## src/rtl/lsu_ctrl.sv

```systemverilog
// Load/store unit between the core data port and a single-ported word-wide memory.
// Build option LSU_MISALIGN_SPLIT_EN: split misaligned half/word accesses instead of rejecting them.
module lsu_ctrl #(
    parameter int unsigned ADDR_W = 9
) (
    input  logic              clk,
    input  logic              rst,
    input  logic              req_valid,
    output logic              req_ready,
    input  logic              req_we,
    input  logic [1:0]        req_size,
    input  logic              req_unsigned,
    input  logic [31:0]       req_addr,
    input  logic [31:0]       req_wdata,
    output logic              rsp_valid,
    output logic [31:0]       rsp_rdata,
    output logic              rsp_err,
    output logic              mem_re,
    output logic              mem_we,
    output logic [ADDR_W-1:0] mem_addr,
    output logic [31:0]       mem_wdata,
    input  logic [31:0]       mem_rdata
);

`ifdef LSU_MISALIGN_SPLIT_EN
    localparam bit SplitEn = 1'b1;
`else
    localparam bit SplitEn = 1'b0;
`endif

    localparam logic [1:0] SizeB = 2'b00;
    localparam logic [1:0] SizeH = 2'b01;
    localparam logic [1:0] SizeW = 2'b10;
    localparam logic [1:0] SizeX = 2'b11;

    typedef enum logic [2:0] {
        S_IDLE, S_RD0, S_RD1, S_WAIT, S_WR0, S_WR1, S_RSP
    } state_e;

    state_e state_q, state_d;

    logic              we_q, we_d;
    logic              uns_q, uns_d;
    logic              split_q, split_d;
    logic [1:0]        size_q, size_d;
    logic [1:0]        off_q, off_d;
    logic [ADDR_W-1:0] idx_q, idx_d;
    logic [31:0]       wdata_q, wdata_d;
    logic [31:0]       lo_q, lo_d;
    logic [31:0]       hi_q, hi_d;

    logic              req_ready_q, req_ready_d;
    logic              rsp_valid_q, rsp_valid_d;
    logic [31:0]       rsp_rdata_q, rsp_rdata_d;
    logic              rsp_err_q, rsp_err_d;
    logic              mem_re_q, mem_re_d;
    logic              mem_we_q, mem_we_d;
    logic [ADDR_W-1:0] mem_addr_q, mem_addr_d;
    logic [31:0]       mem_wdata_q, mem_wdata_d;

    logic [1:0]  in_off;
    logic        in_mis, in_err, in_split, in_wstore;
    logic [4:0]  shamt;
    logic [63:0] pair, ext_pair, lane_mask, wd_sh, merged;
    logic [31:0] w0, l32, load_data;
    logic        unused_bits;

    // Request decode on the raw core inputs (only meaningful in IDLE)
    always_comb begin
        in_off    = req_addr[1:0];
        in_mis    = ((req_size == SizeH) && (in_off == 2'd3)) ||
                    ((req_size == SizeW) && (in_off != 2'd0));
        in_err    = (req_size == SizeX) || (in_mis && !SplitEn);
        in_split  = in_mis && SplitEn;
        in_wstore = req_we && (req_size == SizeW) && (in_off == 2'd0);
    end

    // Byte-lane alignment: the addressed bytes sit in the 64-bit window {second word, first word}
    always_comb begin
        shamt    = {off_q, 3'b000};
        w0       = split_q ? lo_q : mem_rdata;
        pair     = {mem_rdata, w0};
        ext_pair = pair >> shamt;
        l32      = ext_pair[31:0];
        case (size_q)
            SizeB:   lane_mask = 64'h0000_0000_0000_00FF;
            SizeH:   lane_mask = 64'h0000_0000_0000_FFFF;
            default: lane_mask = 64'h0000_0000_FFFF_FFFF;
        endcase
        lane_mask = lane_mask << shamt;
        wd_sh     = {32'd0, wdata_q} << shamt;
        merged    = (pair & ~lane_mask) | (wd_sh & lane_mask);
        case (size_q)
            SizeB:   load_data = {{24{~uns_q & l32[7]}}, l32[7:0]};
            SizeH:   load_data = {{16{~uns_q & l32[15]}}, l32[15:0]};
            default: load_data = l32;
        endcase
    end

    assign unused_bits = ^{req_addr[31:ADDR_W+2], ext_pair[63:32]};

    always_comb begin
        state_d     = state_q;
        we_d        = we_q;
        uns_d       = uns_q;
        split_d     = split_q;
        size_d      = size_q;
        off_d       = off_q;
        idx_d       = idx_q;
        wdata_d     = wdata_q;
        lo_d        = lo_q;
        hi_d        = hi_q;
        req_ready_d = 1'b0;
        rsp_valid_d = 1'b0;
        rsp_rdata_d = 32'd0;
        rsp_err_d   = 1'b0;
        mem_re_d    = 1'b0;
        mem_we_d    = 1'b0;
        mem_addr_d  = '0;
        mem_wdata_d = 32'd0;

        case (state_q)
            S_IDLE: begin
                if (req_valid) begin
                    we_d    = req_we;
                    uns_d   = req_unsigned;
                    split_d = in_split;
                    size_d  = req_size;
                    off_d   = in_off;
                    idx_d   = req_addr[ADDR_W+1:2];
                    wdata_d = req_wdata;
                    if (in_err) begin
                        state_d = S_RSP;
                    end else if (in_wstore) begin
                        state_d = S_WR0;
                    end else begin
                        state_d = S_RD0;
                    end
                end
            end
            S_RD0:  state_d = split_q ? S_RD1 : S_WAIT;
            S_RD1: begin
                lo_d    = mem_rdata;
                state_d = S_WAIT;
            end
            S_WAIT: begin
                if (we_q) begin
                    hi_d    = merged[63:32];
                    state_d = S_WR0;
                end else begin
                    state_d = S_RSP;
                end
            end
            S_WR0:  state_d = split_q ? S_WR1 : S_RSP;
            S_WR1:  state_d = S_RSP;
            S_RSP:  state_d = S_IDLE;
            default: state_d = S_IDLE;
        endcase

        // Outputs are registered as a function of the state being entered
        req_ready_d = (state_d == S_IDLE);
        rsp_valid_d = (state_d == S_RSP);
        rsp_err_d   = (state_q == S_IDLE) && (state_d == S_RSP);
        if ((state_q == S_WAIT) && (state_d == S_RSP)) begin
            rsp_rdata_d = load_data;
        end
        mem_re_d = (state_d == S_RD0) || (state_d == S_RD1);
        mem_we_d = (state_d == S_WR0) || (state_d == S_WR1);
        case (state_d)
            S_RD0: mem_addr_d = idx_d;
            S_RD1: mem_addr_d = idx_d + ADDR_W'(1);
            S_WR0: begin
                mem_addr_d  = idx_d;
                mem_wdata_d = (state_q == S_IDLE) ? req_wdata : merged[31:0];
            end
            S_WR1: begin
                mem_addr_d  = idx_d + ADDR_W'(1);
                mem_wdata_d = hi_q;
            end
            default: begin
                mem_addr_d  = '0;
                mem_wdata_d = 32'd0;
            end
        endcase
    end

    always_ff @(posedge clk or posedge rst) begin
        if (rst) begin
            state_q     <= S_IDLE;
            we_q        <= 1'b0;
            uns_q       <= 1'b0;
            split_q     <= 1'b0;
            size_q      <= 2'b00;
            off_q       <= 2'b00;
            idx_q       <= '0;
            wdata_q     <= 32'd0;
            lo_q        <= 32'd0;
            hi_q        <= 32'd0;
            req_ready_q <= 1'b1;
            rsp_valid_q <= 1'b0;
            rsp_rdata_q <= 32'd0;
            rsp_err_q   <= 1'b0;
            mem_re_q    <= 1'b0;
            mem_we_q    <= 1'b0;
            mem_addr_q  <= '0;
            mem_wdata_q <= 32'd0;
        end else begin
            state_q     <= state_d;
            we_q        <= we_d;
            uns_q       <= uns_d;
            split_q     <= split_d;
            size_q      <= size_d;
            off_q       <= off_d;
            idx_q       <= idx_d;
            wdata_q     <= wdata_d;
            lo_q        <= lo_d;
            hi_q        <= hi_d;
            req_ready_q <= req_ready_d;
            rsp_valid_q <= rsp_valid_d;
            rsp_rdata_q <= rsp_rdata_d;
            rsp_err_q   <= rsp_err_d;
            mem_re_q    <= mem_re_d;
            mem_we_q    <= mem_we_d;
            mem_addr_q  <= mem_addr_d;
            mem_wdata_q <= mem_wdata_d;
        end
    end

    assign req_ready = req_ready_q;
    assign rsp_valid = rsp_valid_q;
    assign rsp_rdata = rsp_rdata_q;
    assign rsp_err   = rsp_err_q;
    assign mem_re    = mem_re_q;
    assign mem_we    = mem_we_q;
    assign mem_addr  = mem_addr_q;
    assign mem_wdata = mem_wdata_q;

endmodule
```

## config.mk

```make
export PLATFORM = sky130hd
export DESIGN_NAME = lsu_ctrl
export DESIGN_NICKNAME = d
export VERILOG_FILES = /design/src/rtl/lsu_ctrl.sv
export SDC_FILE = /design/constraint.sdc
export NUM_CORES = 1
export LEC_CHECK = 0
export CAP_MARGIN = 5
export CORE_AREA = 2 2 104 157
export DETAILED_ROUTE_END_ITERATION = 8
export DIE_AREA = 0 0 106 159
export PLACE_DENSITY = 0.8
export SLEW_MARGIN = 20
export SYNTH_ARGS = -nofsm -noshare
export SYNTH_HDL_FRONTEND = slang
export SYNTH_SLANG_ARGS = --single-unit
```

## constraint.sdc

```tcl
create_clock -name clk -period 4.5 [get_ports clk]
set_input_delay 1.35 -clock clk [delete_from_list [all_inputs] [get_ports clk]]
set_output_delay 1.35 -clock clk [all_outputs]
set_load 0.05 [all_outputs]
```

# Yosys cells after proc, flatten, opt, wreduce, memory -nomap -nowiden
# Cells that the tools add are included.
# op_classes
n_addsub	1
multipliers	0
n_div	0
magnitude_cmp	0
eq_ne	15
shifts	3
muxes	13
bitwise_logic	7
n_reduce_logical	21
# ops
op	n
32-bit one-hot mux with 2 select lines	3
64-bit bitwise AND	2
32-bit 2-to-1 mux	2
64-bit inverter	1
64-bit bitwise OR	1
32-bit by 5-bit left shift with 64-bit output	1
64-bit by 5-bit left shift with 64-bit output	1
64-bit by 5-bit >> shifter with 32-bit output	1
9-bit 2-to-1 mux	2
9-bit one-hot mux with 2 select lines	1
3-bit equality test, second input constant	5
3-bit one-hot mux with 4 select lines	1
9-bit by 1-bit adder with 9-bit output, second input constant	1
3-bit by 2-bit equality test with 1-bit output, second input constant	3
3-bit 2-to-1 mux	3
2-bit OR reduction	4
2-bit equality test, second input constant	3
3-bit by 1-bit equality test with 1-bit output, second input constant	2
1-bit logical AND	6
3-bit logical NOT	2
2-bit by 1-bit equality test with 1-bit output, second input constant	2
2-bit logical NOT	2
1-bit logical OR	4
2-bit AND reduction	2
4 further kinds	5
# word_totals
reg_bits	160
latch_bits	0
mem_bits_rw	0
rom_bits	0
input_bits	103
out_inout_bits	78
wordCells	76
memories	0

# Depth between registers and ports, before layout
# Gate-level depths: netlist of the first run.
# logic_depth
depth_word	10
mapped_depth	8

# Worst setup path after synthesis of the first run
# OpenSTA, ideal clock, no wires.
# synth_path
path_type	input-to-reg
from	input req_size[0]
to	register mem_addr_q[5], in the netlist mem_addr[5]
setup_time_ns	0.138
t_arrival_ns	2.391
required_ns	4.362
slack_ns	1.971
cell_stages	5
n_path_buf	1
path_cell_list	o31a_1 o2111a_1 o22ai_2 buf_2 a21boi_0
# synth_between
elab_chain_len	10
# synth_rtl
element	line_no	text
from (decl)	11	input logic [1:0] req_size,
2-bit equality test or 2-bit by 1-bit equality test with 1-bit output (tied branches)	72, 75, 71	
1-bit logical AND (on tied branches)	75, 71, 72	
1-bit logical AND or 1-bit logical OR (tied branches)	75, 71	
3-bit 2-to-1 mux or 1-bit logical OR (tied branches)	134, 73	
3-bit 2-to-1 mux *	132	if (in_err) begin
3-bit 2-to-1 mux *	124	if (req_valid) begin
3-bit one-hot mux with 4 select lines *	122	case (state_q)
3-bit by 2-bit equality test with 1-bit output (tied with other cells)	169	case (state_d)
2-bit OR reduction (no line)	--	
9-bit one-hot mux with 2 select lines *	169	
net mem_addr_d[5]	58	logic [ADDR_W-1:0] mem_addr_q, mem_addr_d;
to (signal assigned)	224	mem_addr_q <= mem_addr_d;
to (decl)	58	
# Mark *: on every way through the listed nets, which the timed path passes. The rest lies on a longest branch.
# A chain may end at the register's enable or synchronous reset.

# Final worst setup path of the first run
# layout_path
from	input req_size[0]
to	register mem_wdata_q[19], in the netlist mem_wdata[19]
# layout_between
elab_chain_len	9
# layout_rtl
element	line_no	text
2-bit equality test or 2-bit by 1-bit equality test with 1-bit output (tied branches)	72, 75, 71	
1-bit logical AND (on tied branches)	75, 71, 72	
1-bit logical AND or 1-bit logical OR (tied branches)	75, 71	
3-bit 2-to-1 mux or 1-bit logical OR (tied branches)	134, 73	
3-bit 2-to-1 mux *	132	
3-bit 2-to-1 mux *	124	
3-bit one-hot mux with 4 select lines *	122	
3-bit equality test	169	
32-bit one-hot mux with 2 select lines *	169	
net mem_wdata_d[19]	59	logic [31:0] mem_wdata_q, mem_wdata_d;
to (signal assigned)	225	mem_wdata_q <= mem_wdata_d;
to (decl)	59	
# Marks and branches as above.

==> results of run 1 <==
## synthesized netlist by cell type (11+ instances only)
cell and n:
dfrtp_1 127, nand3_1 16, buf_2 19, nor2_1 22, mux4_2 24, nor3_1 11, inv_1 11, a21oi_1 37
nand2_1 157, o211ai_1 15, o21ai_0 36, mux2_2 18, mux2i_1 27, clkbuf_1 19
## cell families (layout without fill, tap and decap cells)
logic type | after synthesis | in the layout | synth area share
buffers and inverters | 67 | 214 | 0.0530
AOI/OAI and AO/OA | 147 | 147 | 0.154
muxes | 69 | 69 | 0.155
DFF | 128 | 128 | 0.490
and+or+nand+nor | 226 | 226 | 0.148
## tightest hold or removal path: stages, from the launching register on
cell,delay [ns]
dfrtp_1,0.35
nand2_1,0.05
nand2_1,0.05
## path summary, 6_finish.rpt
check,slack (ns),to,from
setup / recovery,1.36,mem_wdata[19],req_size[0]
hold / removal,0.49,wdata_q[24],wdata_q[24]
setup reg to reg,2.08,mem_wdata[0],state_q[1]
hold reg to reg,0.49,wdata_q[24],wdata_q[24]
max in group asynchronous,2.32,req_ready,rst
min in group asynchronous,1.37,rsp_err,rst
## where the power goes
part	leakage [nW]	internal, mW	switching (mW)	total (mW)
clock	0.276	0.820	0.544	1.36
sequential	1.69	1.56	0.368	1.93
combinational	1.83	1.25	2.01	3.26
total	3.80	3.63	2.92	6.55
## final cells by class
type | count | area, sq um | area share
sequential | 128 | 3210 | 0.366
multi-input combinational | 442 | 3000 | 0.341
timing repair buffer | 169 | 1680 | 0.191
clock buffer | 17 | 425 | 0.0485
tap | 203 | 254 | 0.0289
clock inverter | 15 | 161 | 0.0184
inverter | 13 | 52.6 | 0.00599
## sequential cells by signal, summed over array words and instances (netlist names), 2 cells and up
signal and cells:
idx_q 9, mem_addr 9, mem_wdata 32, off_q 2
rsp_rdata 32, size_q 2, state_q 3, wdata_q 32
## cell usage in the layout, fill, tap and decap left out, drive strengths merged, types with 12 or more instances in the layout
cell type | netlist | layout
nor2 | 22 | 22
a21oi | 38 | 38
nand2 | 157 | 157
inv | 12 | 14
nand3 | 16 | 16
clkbuf | 19 | 17
mux4 | 24 | 24
clkdlybuf4s50 | 0 | 159
o211ai | 15 | 15
mux2i | 27 | 27
mux2 | 18 | 18
dfrtp | 127 | 127
o21ai | 37 | 37
nor3 | 12 | 12
## per-layer routing
metal / wire length (um) / part of all wire / GRT usage / vias up
li1: - / - / - / 2494
met4: 996 / 0.050 / 0.123 / 0
met2: 10200 / 0.51 / 0.417 / 336
met3: 1500 / 0.076 / 0.0540 / 65
met1: 7190 / 0.36 / 0.282 / 2743
met5: 0 / 0 / 0 / -
## stage by stage
stage               worst slack, ns  std cells   util
floorplan                      1.57        637      -
global placement               1.02        955  0.529
detailed placement            0.969        955  0.529
CTS                            1.39        987  0.567
global route                   1.28        987  0.567
finish                         1.36        987  0.567
==> impl_results.md, run 1 <==
* Final HPWL DP at 14.0 mm
* Die Wd at 106 um
* P_leak at 3.80 nW
* Vias in the first global route at 5,690
* N_diodes at 0
* Initial antenna violation count at 0
* Clock root cell: clkbuf_16
* CP max stage delay at 0.49 ns
* Wire per inst at 20.1 um
* Die Ht at 159 um
* Fraction of registers with async set/reset at 1.00
* Reg2reg path depth at 5
* Period minus WS final at 3.14 ns
* Residual DRC at 0
* Post-CTS Resized at 0
* Area post-placement at 0.00819 sq mm
* Worst path required time at 4.78 ns
* Vias per std cell at 5.71
* Routability Congestion at 0.911
* Layout cells sized above 1 at 0.135
* Post-Syn Area per Cell at 10.3 sq um
* Power, Total at 6.55 mW
* TNS Setup at 0 ns
* Setup crit end kind: register
* Pwr dens at 746 mW/mm^2
* Synth Flop Type: dfrtp_1
* Core area at 0.0155 sq mm
* CP cell instances: clkdlybuf4s50_1 -> o31a_1 -> o2111a_1 -> o22ai_4 -> buf_4 -> a31oi_1
* Worst Hold Slack at 0.490 ns
* Max-cap viol count at 0
* Post-synthesis sequential area ratio at 0.490
* I/O Pins at 181
* Slowest cell on crit path: clkdlybuf4s50_1
* Cts hold-fix bufs at 0
* Drt first-iter violations at 468
* Starting density of the core at 0.422
* Syn nets at 740
* CTS H-tree lvls at 4
* Outcome: finished, final reports clean
* Fmax at 0.318 GHz
* Worst hold path depth at 2
* Final Hold Fails at 0
* Top-area cell type share of the netlist area at 0.486
* Pin count of the biggest net entering global routing at 72
* # setup viols final at 0
* Ys Warns at 0
* Die area at 0.0169 sq mm
* Critical path launch point type: input pin
* Crit path buf inv count at 2
* Final nets at 874
* Peak VDD IR at 0.000284 V
* WL final at 19.9 mm
* Max Slew Vio Count at 0
* Yosys top cell by area: dfrtp_1
* Cell variety after synth at 48
* CP Class: in -> reg
* Area grow syn2layout at 34.3%
* Total gr overflow at 0
* Num rows at 56
* Crit path depth at 6
* Clock transition at the registers of the reported paths at 0.06 ns
* Worst path top cell family by delay: compound AO/OA/AOI/OAI gates
* Worst-margin pin slew at 0.723 ns
* Period utilisation layout at 0.698
* First-pass DRT Iterations at 6
* Via count at 5,638
* Synth Instances at 637
* Postcts setup bufs at 0
* Clk Latency, worst-skew pair at 0.42 ns
* CTS tree: done
* Clk buf depth at 2
* Critical Path AT at 3.42 ns
* Post-detailed-route count of antenna-violating nets at 0
* Port Buf Inserts at 159
* GR Util All Layers at 0.242
* Ranking of synthesized cells by area: dfrtp_1 49%, nand2_1 9.0%, mux4_2 8.3%
* Flops & latches, synth at 128
* CTS sink cnt at 128
* RSZ-0062 raised after global routing: false
* Layout Cell Area excl Fill at 0.00878 sq mm
* CP Max Fanout at 33
* Post-synth EDFFs at 0
* Normalized max-slew margin at 0.517
* Min-delay worst type: reg -> reg
* First-pass GRT wire length at 31.4 mm
* Mapped Area at 0.00654 sq mm
* CTS buffer count at 17
* Fill cell count at 1,298
* Clock Skew at 0.0119 ns
(Power assumes the default switching activity.)
==> inputs of run 2 (changes only) <==
- clock period: 4.5 -> 2.85 ns (I/O delays scaled with it)
==> run 2 against run 1 <==
Sequential power increased by 59%. Via count decreased by 1.0%. Power increased by 62%. Clock skew decreased by 0.0031 ns. Utilization increased by 0.69 points. Critical path depth decreased by 5. Largest cell class unchanged. Sequential share of layout area decreased by 0.47 points. Global-route usage increased by 0.27 points. Non-clock buffer count increased by 4. Count of clock-buffer cells in the layout increased by 2.
==> impl_results.md, run 2 (same netlist as run 1, synthesis figures left out) <==
* CTS buffer count at 17 (unchanged)
* Most common cell after layout, fill and taps aside: clkdlybuf4s50_1 (unchanged)
* Routability Congestion at 0.904 (was 0.911)
* Core area at 0.0155 sq mm (unchanged)
* Peak VDD IR at 0.000437 V (was 0.000284 V)
* RSZ-0062 raised after global routing: false (unchanged)
* Worst-margin pin slew at 0.826 ns (was 0.723 ns)
* Pwr dens at 1190 mW/mm^2 (was 746 mW/mm^2)
* GR Util All Layers at 0.245 (was 0.242)
* Outcome: finished, final reports clean (unchanged)
* Max-cap viol count at 0 (unchanged)
* P_leak at 3.86 nW (was 3.80 nW)
* Max Slew Vio Count at 0 (unchanged)
* CP cell instances: clkdlybuf4s50_1 (was clkdlybuf4s50_1 -> o31a_1 -> o2111a_1 -> o22ai_4 -> buf_4 -> a31oi_1)
* Sw Pwr at 4.60 mW (was 2.92 mW)
* CP max stage delay at 0.81 ns (was 0.49 ns)
* Post-CTS Resized at 0 (unchanged)
* # setup viols final at 0 (unchanged)
* Clock root cell: clkbuf_16 (unchanged)
* Worst Hold Slack at 0.482 ns (was 0.490 ns)
* Commonest cells after routing, fill and taps aside: 159 x clkdlybuf4s50_1, 157 x nand2_1, 125 x dfrtp_1 (unchanged)
* Slowest cell on crit path: clkdlybuf4s50_1 (unchanged)
* CP Max Fanout at 1 (was 33)
* Die area at 0.0169 sq mm (unchanged)
* Fmax at 0.385 GHz
* Clk Latency, worst-skew pair at 0.43 ns (was 0.42 ns)
* Logic gate share of total power at 0.489 (was 0.497)
* First-pass GRT wire length at 31.2 mm (was 31.4 mm)
* Crit path buf inv count at 1 (was 2)
* Num rows at 56 (unchanged)
* Residual DRC at 0 (unchanged)
* Drt first-iter violations at 437 (was 468)
* Vias per std cell at 5.62 (was 5.71)
* Period utilisation layout at 0.911
* Period minus WS final at 2.60 ns
* CTS tree: done (unchanged)
* Clk buf depth at 2 (unchanged)
* Initial antenna violation count at 2 (was 0)
* Final Core Density at 0.574 (was 0.567)
* CP Class: reg -> out (was in -> reg)
* Pin count of the biggest net entering global routing at 101 (was 72)
* I/O Pins at 181 (unchanged)
* Final Hold Fails at 0 (unchanged)
* Critical path launch point type: register (was input pin)
* Worst path required time at 2.00 ns (was 4.78 ns)
* Die Ht at 159 um (unchanged)
* Clock transition at the registers of the reported paths at 0.05 ns (was 0.06 ns)
* Layout cells sized above 1 at 0.140 (was 0.135)
* First-pass DRT Iterations at 5 (was 6)
* Final nets at 878 (was 874)
* Normalized max-slew margin at 0.450 (was 0.517)
* Total gr overflow at 0 (unchanged)
* Via count at 5,581 (was 5,638)
* Cts hold-fix bufs at 0 (unchanged)
* Starting density of the core at 0.422 (unchanged)
* Post-detailed-route count of antenna-violating nets at 0 (unchanged)
* TNS Setup at 0 ns (unchanged)
* Sw Share at 0.434 (was 0.446)
* Postcts setup bufs at 0 (unchanged)
* Sequential power share at 0.290 (was 0.295)
* Die Wd at 106 um (unchanged)
* Worst path top cell family by delay: buffers and inverters (was compound AO/OA/AOI/OAI gates)
* Clock network fraction of total power at 0.221 (was 0.208)
* Setup crit end kind: output pin (was register)
* Vias in the first global route at 5,623 (was 5,690)
* Critical Path AT at 1.74 ns (was 3.42 ns)
* WL final at 19.9 mm (about the same)
* CTS H-tree lvls at 4 (unchanged)
* CTS sink cnt at 128 (unchanged)
* Clock Skew at 0.00883 ns (was 0.0119 ns)
* Min-delay worst type: reg -> reg (unchanged)
* Area grow syn2layout at 35.9% (was 34.3%)
* Total internal power at 5.99 mW (was 3.63 mW)
* Port Buf Inserts at 159 (unchanged)
* Final HPWL DP at 14.0 mm (about the same)
* Wire per inst at 20.0 um (was 20.1 um)
run 2: path summary, 6_finish.rpt:
path                             startpoint       endpoint  slack, ns  depth (start not counted)
worst min-delay path            wdata_q[28]    wdata_q[28]       0.48                          2
worst max-delay path              req_ready      req_ready       0.25                          1
min in group asynchronous               rst   rsp_rdata[9]       0.67                          2
worst max register to register     off_q[0]  mem_wdata[21]       0.58                          4
worst min register to register  wdata_q[28]    wdata_q[28]       0.48                          2
max in group asynchronous               rst  mem_wdata[28]       1.44                          3
run 2: per-stage QoR:
step                std cells  instance area, sq um  setup WS [ns]  power, mW
finish                    993                  8890          0.253       10.6
global route              993                  8890          0.220       11.1
CTS                       991                  8880          0.240       10.6
detailed placement        959                  8240         0.0920       8.19
global placement          959                  8240         0.0856       8.08
floorplan                 637                  6540          0.415       6.70
run 2: power by group through the flow:
stage	clock network [mW]	registers, mW	logic, mW
floorplan	0	3.89	2.81
global placement	0	3.04	5.05
detailed placement	0	3.07	5.12
CTS	2.36	3.05	5.17
global route	2.46	3.14	5.53
finish	2.34	3.07	5.18
run 2: cell type report:
cell class / instances / area (sq um)
Antenna cell: 2 / 5.00
Clock buffer: 19 / 453
Clock inverter: 13 / 184
Fill cell: 1268 / 6600
Inverter: 13 / 52.6
Multi-Input combinational cell: 442 / 3000
Sequential cell: 128 / 3210
Tap cell: 203 / 254
Timing Repair Buffer: 173 / 1730
run 2: per-layer routing:
| metal | part of all wire | global-route usage |
|---|---|---|
| met3 | 0.072 | 0.0589 |
| met5 | 0 | 0 |
| met2 | 0.51 | 0.400 |
| met4 | 0.065 | 0.166 |
| met1 | 0.36 | 0.282 |
